--- src/rtl/sobel_pkg.sv ---
// rtl/sobel_pkg.sv - Sobel window state, pixel order and gradient weight tables
package sobel_pkg;

    typedef enum logic {
        ACCUM  = 1'b0,
        RESULT = 1'b1
    } state_t;

    localparam int NumPix = 8;

    // Neighbour arrival order; the centre pixel is never transferred
    localparam int unsigned PIX_TL = 0;
    localparam int unsigned PIX_T  = 1;
    localparam int unsigned PIX_TR = 2;
    localparam int unsigned PIX_L  = 3;
    localparam int unsigned PIX_R  = 4;
    localparam int unsigned PIX_BL = 5;
    localparam int unsigned PIX_B  = 6;
    localparam int unsigned PIX_BR = 7;

    localparam int GX_WEIGHT [NumPix] = '{-1, 0, 1, -2, 2, -1, 0, 1};
    localparam int GY_WEIGHT [NumPix] = '{-1, -2, -1, 0, 0, 1, 2, 1};

endpackage

--- src/rtl/sobel_accumulator.sv ---
// rtl/sobel_accumulator.sv - streams 8 neighbours, accumulates Gx/Gy and emits magnitude
// Optional feature macro: SOBEL_THRESHOLD_EN (binary edge flag instead of saturated magnitude)
module sobel_accumulator
    import sobel_pkg::*;
#(
    parameter int PixWidth  = 8,
    parameter int Threshold = 128
) (
    input  logic                       clk_i,
    input  logic                       rst_ni,
    input  logic                       pix_valid_i,
    output logic                       pix_ready_o,
    input  logic [PixWidth-1:0]        pix_data_i,
    input  logic                       abort_i,
    output logic                       res_valid_o,
    input  logic                       res_ready_i,
    output logic signed [PixWidth+2:0] res_gx_o,
    output logic signed [PixWidth+2:0] res_gy_o,
    output logic [PixWidth-1:0]        res_mag_o
);

    localparam int AccW = PixWidth + 3;
    localparam logic [PixWidth-1:0] MagMax = {PixWidth{1'b1}};

    state_t                 state, state_next;
    logic [2:0]             idx;
    logic signed [AccW-1:0] gx_acc, gy_acc;
    logic signed [AccW-1:0] pix_ext, gx_term, gy_term;
    logic [AccW-1:0]        gx_abs, gy_abs;
    logic [AccW:0]          mag_sum;
    logic                   pix_fire, res_fire, last_pix;

    // Weights are limited to 0, +-1, +-2, so a shift/negate replaces the multiplier
    function automatic logic signed [AccW-1:0] weigh(input int w, input logic signed [AccW-1:0] p);
        case (w)
            1:       return p;
            -1:      return -p;
            2:       return p <<< 1;
            -2:      return -(p <<< 1);
            default: return '0;
        endcase
    endfunction

    assign pix_ext  = signed'({3'b000, pix_data_i});
    assign gx_term  = weigh(GX_WEIGHT[idx], pix_ext);
    assign gy_term  = weigh(GY_WEIGHT[idx], pix_ext);
    assign pix_fire = pix_valid_i & pix_ready_o;
    assign res_fire = res_valid_o & res_ready_i;
    assign last_pix = (idx == 3'd7);

    always_ff @(posedge clk_i or negedge rst_ni) begin
        if (!rst_ni) begin
            state <= ACCUM;
        end else begin
            state <= state_next;
        end
    end

    always_comb begin
        state_next = state;
        if (abort_i) begin
            state_next = ACCUM;
        end else begin
            case (state)
                ACCUM:   if (pix_fire && last_pix) state_next = RESULT;
                RESULT:  if (res_fire) state_next = ACCUM;
                default: state_next = ACCUM;
            endcase
        end
    end

    always_comb begin
        pix_ready_o = (state == ACCUM);
        res_valid_o = (state == RESULT);
    end

    // Abort outranks both handshakes: the offered pixel or pending result is dropped
    always_ff @(posedge clk_i or negedge rst_ni) begin
        if (!rst_ni) begin
            idx    <= '0;
            gx_acc <= '0;
            gy_acc <= '0;
        end else if (abort_i || res_fire) begin
            idx    <= '0;
            gx_acc <= '0;
            gy_acc <= '0;
        end else if (pix_fire) begin
            idx    <= idx + 3'd1;
            gx_acc <= gx_acc + gx_term;
            gy_acc <= gy_acc + gy_term;
        end
    end

    assign res_gx_o = gx_acc;
    assign res_gy_o = gy_acc;
    assign gx_abs   = gx_acc[AccW-1] ? unsigned'(-gx_acc) : unsigned'(gx_acc);
    assign gy_abs   = gy_acc[AccW-1] ? unsigned'(-gy_acc) : unsigned'(gy_acc);
    assign mag_sum  = {1'b0, gx_abs} + {1'b0, gy_abs};

`ifdef SOBEL_THRESHOLD_EN
    always_comb begin
        res_mag_o = (mag_sum > (AccW+1)'(Threshold)) ? MagMax : '0;
    end
`else
    logic unused_threshold;
    assign unused_threshold = (Threshold != 0);

    always_comb begin
        res_mag_o = (|mag_sum[AccW:PixWidth]) ? MagMax : mag_sum[PixWidth-1:0];
    end
`endif

endmodule

--- config.mk ---
export PLATFORM = sky130hd
export DESIGN_NAME = sobel_accumulator
export DESIGN_NICKNAME = d
export VERILOG_FILES = /design/src/rtl/sobel_pkg.sv /design/src/rtl/sobel_accumulator.sv
export SDC_FILE = /design/constraint.sdc
export NUM_CORES = 1
export LEC_CHECK = 0
export ABC_AREA = 1
export ABC_CLOCK_PERIOD_IN_PS = 7300
export CAP_MARGIN = 15
export CORE_UTILIZATION = 30
export CTS_CLUSTER_SIZE = 24
export DETAILED_ROUTE_END_ITERATION = 10
export PLACE_DENSITY_LB_ADDON = 0.05
export SLEW_MARGIN = 20
export SYNTH_ARGS = -nofsm -noshare
export SYNTH_HDL_FRONTEND = slang
export SYNTH_SLANG_ARGS = --single-unit
--- constraint.sdc ---
create_clock -name clk_i -period 7.3 [get_ports clk_i]
set_input_delay 1.46 -clock clk_i [delete_from_list [all_inputs] [get_ports clk_i]]
set_output_delay 1.46 -clock clk_i [all_outputs]
set_load 0.05 [all_outputs]
# ---- Word-level counts from Yosys, hierarchy flattened
# Memory sizes are Yosys's and may differ from the RTL's.
# Cells that the tools add are included.
dict set report classes {
  bitwise 4
  n_reduce_logical 4
  n_eq_ne 9
  magnitude_cmp 1
  n_addsub 8
  mux 19
}
# cell n
set op_table {}
lappend op_table {{== test 32 bit, second input constant} 4}
lappend op_table {{2-to-1 mux 32 bit} 4}
lappend op_table {{one-hot mux 11 bit (4 select lines)} 2}
lappend op_table {{2-to-1 mux 11 bit} 6}
lappend op_table {{== test 32 x 1 -> 1 bit, second input constant} 2}
lappend op_table {{== test 32 x 2 -> 1 bit, second input constant} 2}
lappend op_table {{adder 11 bit} 2}
lappend op_table {{negation 11 bit} 2}
lappend op_table {{adder 11 x 11 -> 12 bit} 1}
lappend op_table {{negation 8 -> 11 bit} 1}
lappend op_table {{negation 9 -> 11 bit} 1}
lappend op_table {{2-to-1 mux 8 bit} 1}
lappend op_table {{2-to-1 mux 3 bit} 2}
lappend op_table {{greater-or-equal comparator 4 bit, second input constant} 1}
lappend op_table {{inverter 3 -> 4 bit} 1}
lappend op_table {{OR reduction 4 bit} 1}
lappend op_table {{adder 3 x 1 -> 3 bit, second input constant} 1}
lappend op_table {{== test 3 bit, second input constant} 1}
lappend op_table {{2-to-1 mux 1 bit} 3}
lappend op_table {{AND 1 bit} 2}
lappend op_table {{one-hot mux 1 bit (2 select lines)} 1}
lappend op_table {{nonzero test 2 bit} 1}
lappend op_table {{logical AND 1 bit} 1}
lappend op_table {{logical OR 1 bit} 1}
lappend op_table {{inverter 1 bit} 1}
dict set report totals {
  mem_count 2
  rom_bits 512
  ff_bits 26
  in_bits 13
  output_inout_bits 32
  wordCells 51
}
# memory depth word_bits read_ports rd_ports_with_merged_regs wr line_no
set memory_table {}
lappend memory_table {{(name not given)} 8 32 1 0 0 sobel_accumulator.sv:46} ;# assign gy_term = weigh(GY_WEIGHT[idx], pix_ext);
lappend memory_table {{(name not given)} 8 32 1 0 0 sobel_accumulator.sv:45} ;# assign gx_term = weigh(GX_WEIGHT[idx], pix_ext);

# ---- Depth between registers and ports, before layout
dict set report logic_depth {
  ltp_word 9
  ltp_mapped 21
  mapped_depth_nobuf 21
}

# ---- Worst setup path after synthesis
# OpenSTA, ideal clock, no wires.
dict set report synth_timing {
  path_kind {register to output}
  from {register gx_acc[1], in the netlist res_gx_o[1]}
  to {output port res_mag_o[0]}
  path_slack_ps 2779
  path_stages_with_launch 16
  n_path_buf 0
  arrival_time_ps 3061
  required_time_ps 5840
  path_cell_list {dfrtp_1 > inv_1 > ha_1 > nand3_1 > nor3_1 > or2_2 > xor2_1 > ha_1 > a21oi_1 > nor2_1 > nor2_1 > nand3_1 > nand2_1 > nand2_1 > nor2_2 > nand3b_1}
}
dict set report synth_via {
  elab_chain_len 5
}
# item line_no
set synth_lines {}
lappend synth_lines {{start: declaration} sobel_accumulator.sv:27} ;# logic signed [AccW-1:0] gx_acc, gy_acc;
lappend synth_lines {{start signal: assignment} sobel_accumulator.sv:89} ;# gx_acc <= gx_acc + gx_term;
lappend synth_lines {{negation 11 bit} sobel_accumulator.sv:96} ;# assign gx_abs = gx_acc[AccW-1] ? unsigned'(-gx_acc) : unsigned'(gx_acc);
lappend synth_lines {{2-to-1 mux 11 bit (*)} sobel_accumulator.sv:96}
lappend synth_lines {{adder 11 x 11 -> 12 bit (*)} sobel_accumulator.sv:98} ;# assign mag_sum = {1'b0, gx_abs} + {1'b0, gy_abs};
lappend synth_lines {{OR reduction 4 bit (*)} sobel_accumulator.sv:109} ;# res_mag_o = (|mag_sum[AccW:PixWidth]) ? MagMax : mag_sum[PixWidth-1:0];
lappend synth_lines {{2-to-1 mux 8 bit (*)} sobel_accumulator.sv:109}
lappend synth_lines {{end: declaration} sobel_accumulator.sv:19} ;# output logic [PixWidth-1:0] res_mag_o
# Mark *: on every way between the ends. The rest lies on a longest branch, timed or not.

# ---- Worst setup path after layout
# Ends and elaborated chain as after synthesis.

==> run summary <==
Leak: 2.18 nW
DRC marker count from the first detailed-route iteration: 238
PortBufs: 44
MaxCap Viol Count: 0
#FFs+latches synth: 26
Async S/R FF share, synth: 100%
DIE HEIGHT: 113 um
number of antenna-violating nets in the routed design: 0
placed cell area: 4360 um2
# hold bufs at CTS: 0
GRT Total Usage: 19.9%
CP max-delay cell: clkdlybuf4s50_1
gpl congestion: 0.868
Worst Max-Slew Pin Slew: 0.776 ns
Final Power: 1.55 mW
fin. max-slew vios: 0
residual DRC count: 0
most area-consuming cells after synthesis: dfrtp_1 (17%), nand2_1 (17%), ha_1 (13%)
crit path kind: reg -> out
Initial Utilization: 30.9%
CTS Sinks: 26
CTS Buffer Depth: 2
WL final: 12000 um
nets@finish: 701
Finished Layout Cells: 811
share of layout cells above drive strength 1: 3.11%
Post-synth EDFFs: 0
row cnt: 40
remaining global-route overflow: 0
Mapped Avg Cell Area: 6.21 um2
clk_lat worst skew: 0.27 ns
worst path bufs/invs: 3
P&R area growth vs syn: 19.0%
top-area cell type share of the netlist area: 17.5%
status: finished, final reports clean
Mapped Area: 3730 um2
setup TNS: 0 ns
Max Fclk: 192 MHz
Die Span X: 113 um
Hold WC Path Type: reg -> reg
Setup Viol. Count Final: 0
Final Core Density: 36.8%
area leader, netlist: dfrtp_1
pin count of the biggest net entering global routing: 27
Worst-path clk slew: 0.08 ns
commonest non-fill, non-tap cell in the layout: nand2_1
cell area after layout: 4440 um2
core footprint: 12100 um2
CP delay by family, top: simple AND/OR/NAND/NOR gates
commonest non-fill, non-tap cells in the layout: nand2_1 (172), inv_1 (82), nor2_1 (54), nand3_1 (54), clkdlybuf4s50_1 (44)
Detailed Routing Iterations Pass 1: 5
DP HPWL: 9970 um
post-CTS sizing: 0
die footprint: 12900 um2
P per Cell Area: 348 nW/um2
I/O pin count: 45
Critical Path RT: 5.84 ns
Crit. End Element: output port
# diodes: 0
Largest stage delay, worst path: 0.71 ns
CP Max Fanout: 8
YS warnings: 0
via count: 3973
CTS buffer count: 3
H-tree depth: 1
Final Cycle Share: 71.5%
Fin Clk Skew: 0.00728 ns
CTS root buf: clkbuf_16
post-placement cell count: 808
Via-to-Cell Ratio: 4.90
Seq/Total Area, Yosys: 17.5%
startpoint types: flop
initial antenna violation count: 0
first-pass GRT wire length: 20000 um
CP Cell Sequence: inv_1 > ha_1 > nand3_1 > nor3_1 > nand3_1 > nand2_1 > xor2_1 > ha_1 > inv_1 > o21ai_0 > nor2_1 > nand3_1 > nand2_1 > nand2_1 > nor2_2 > nand3b_1 > clkdlybuf4s50_1
crit path time final: 5.22 ns
top_reg_cell synth: dfrtp_1
postcts setup bufs: 0
post-synthesis cell type count: 40
CTS tree: yes
final hold vios: 0
WL/cell: 14.9 um
unrepaired setup endpoints after global routing: false
Worst EP arrival: 3.76 ns
vias in the first global route: 3906
Worst slew margin: 48.1%
Net Count, Synth: 656
fillers: 1322
Max VDD drop: 0.146 mV
post-synthesis cell count: 600
## kinds of logic after synthesis
group / Yosys count / synth area share [%]
buffers and inverters: 90 / 9.30
xor gates and xnor gates: 25 / 5.88
DFF: 26 / 17.5
AOI/OAI and AO/OA: 107 / 16.9
and+or+nand+nor: 309 / 35.4
adders and majority gates: 43 / 15.0
## cells in the mapped netlist (3+ instances only)
cell        n
o211ai_1    7
o21ai_0    34
dfrtp_1    26
xnor2_1     7
nor2_1     54
nand2_2     3
ha_1       40
buf_2       3
xor2_1     18
nand3_1    54
o21ai_1     4
o21bai_1    5
nor3_1      6
fa_1        3
nand2_1   172
nor2_2      3
a21o_1      5
a22oi_1     6
o22ai_1     5
inv_1      82
a21oi_1    31
nand4_1     7
## per-stage QoR
step	setup WS (ns)	hold slack, ns
2_1_floorplan	2.78	0.630
3_3_place_gp	2.46	0.541
3_5_place_dp	2.40	0.558
4_1_cts	2.06	0.575
5_1_grt	1.65	0.635
6_report	2.08	0.580
## worst min-delay path, delay by kind of cell, from the launching register on
family	cells	cell delay [ns]
and+or+nand+nor	1	0.08
AOI/OAI and AO/OA	1	0.06
DFF	1	0.40
## layout make-up
cell class                      count  area, um2  area share (%)
Clock buffer                        3       75.1            1.69
Inverter                           84        315            7.11
Multi-Input combinational cell    484       2730            61.5
Sequential cell                    26        651            14.7
Tap cell                          168        210            4.74
Timing Repair Buffer               46        455            10.3
## layer usage
metal	wire, um	vias to the layer above	track usage, %
met5	0	-	0
met4	150	0	4.12
met3	353	14	1.81
met2	5680	80	35.1
met1	5860	1806	26.5
li1	-	2073	-
## report_power, final
group	switching, mW	internal [mW]	total, mW
Combinational	0.792	0.398	1.19
Sequential	0.0543	0.170	0.224
Clock	0.0589	0.0731	0.132
Total	0.905	0.640	1.55
## sequential cells by signal (all words and copies together) (netlist names)
signal and cells:
res_valid_o 1, res_gy_o 11, idx 3, res_gx_o 11
## path summary, 6_finish.rpt
path / cells after the start / to / from / slack (ns)
hold reg to reg: 2 / res_valid_o / res_valid_o / 0.58
setup reg to reg: 15 / res_gx_o[5] / idx[0] / 4.04
min in group asynchronous: 2 / res_gx_o[3] / rst_ni / 1.57
max in group asynchronous: 2 / res_gy_o[8] / rst_ni / 5.45
setup / recovery: 17 / res_mag_o[0] / res_gx_o[1] / 2.08
hold / removal: 2 / res_valid_o / res_valid_o / 0.58
Note: power is estimated with default switching activity, not from simulation.
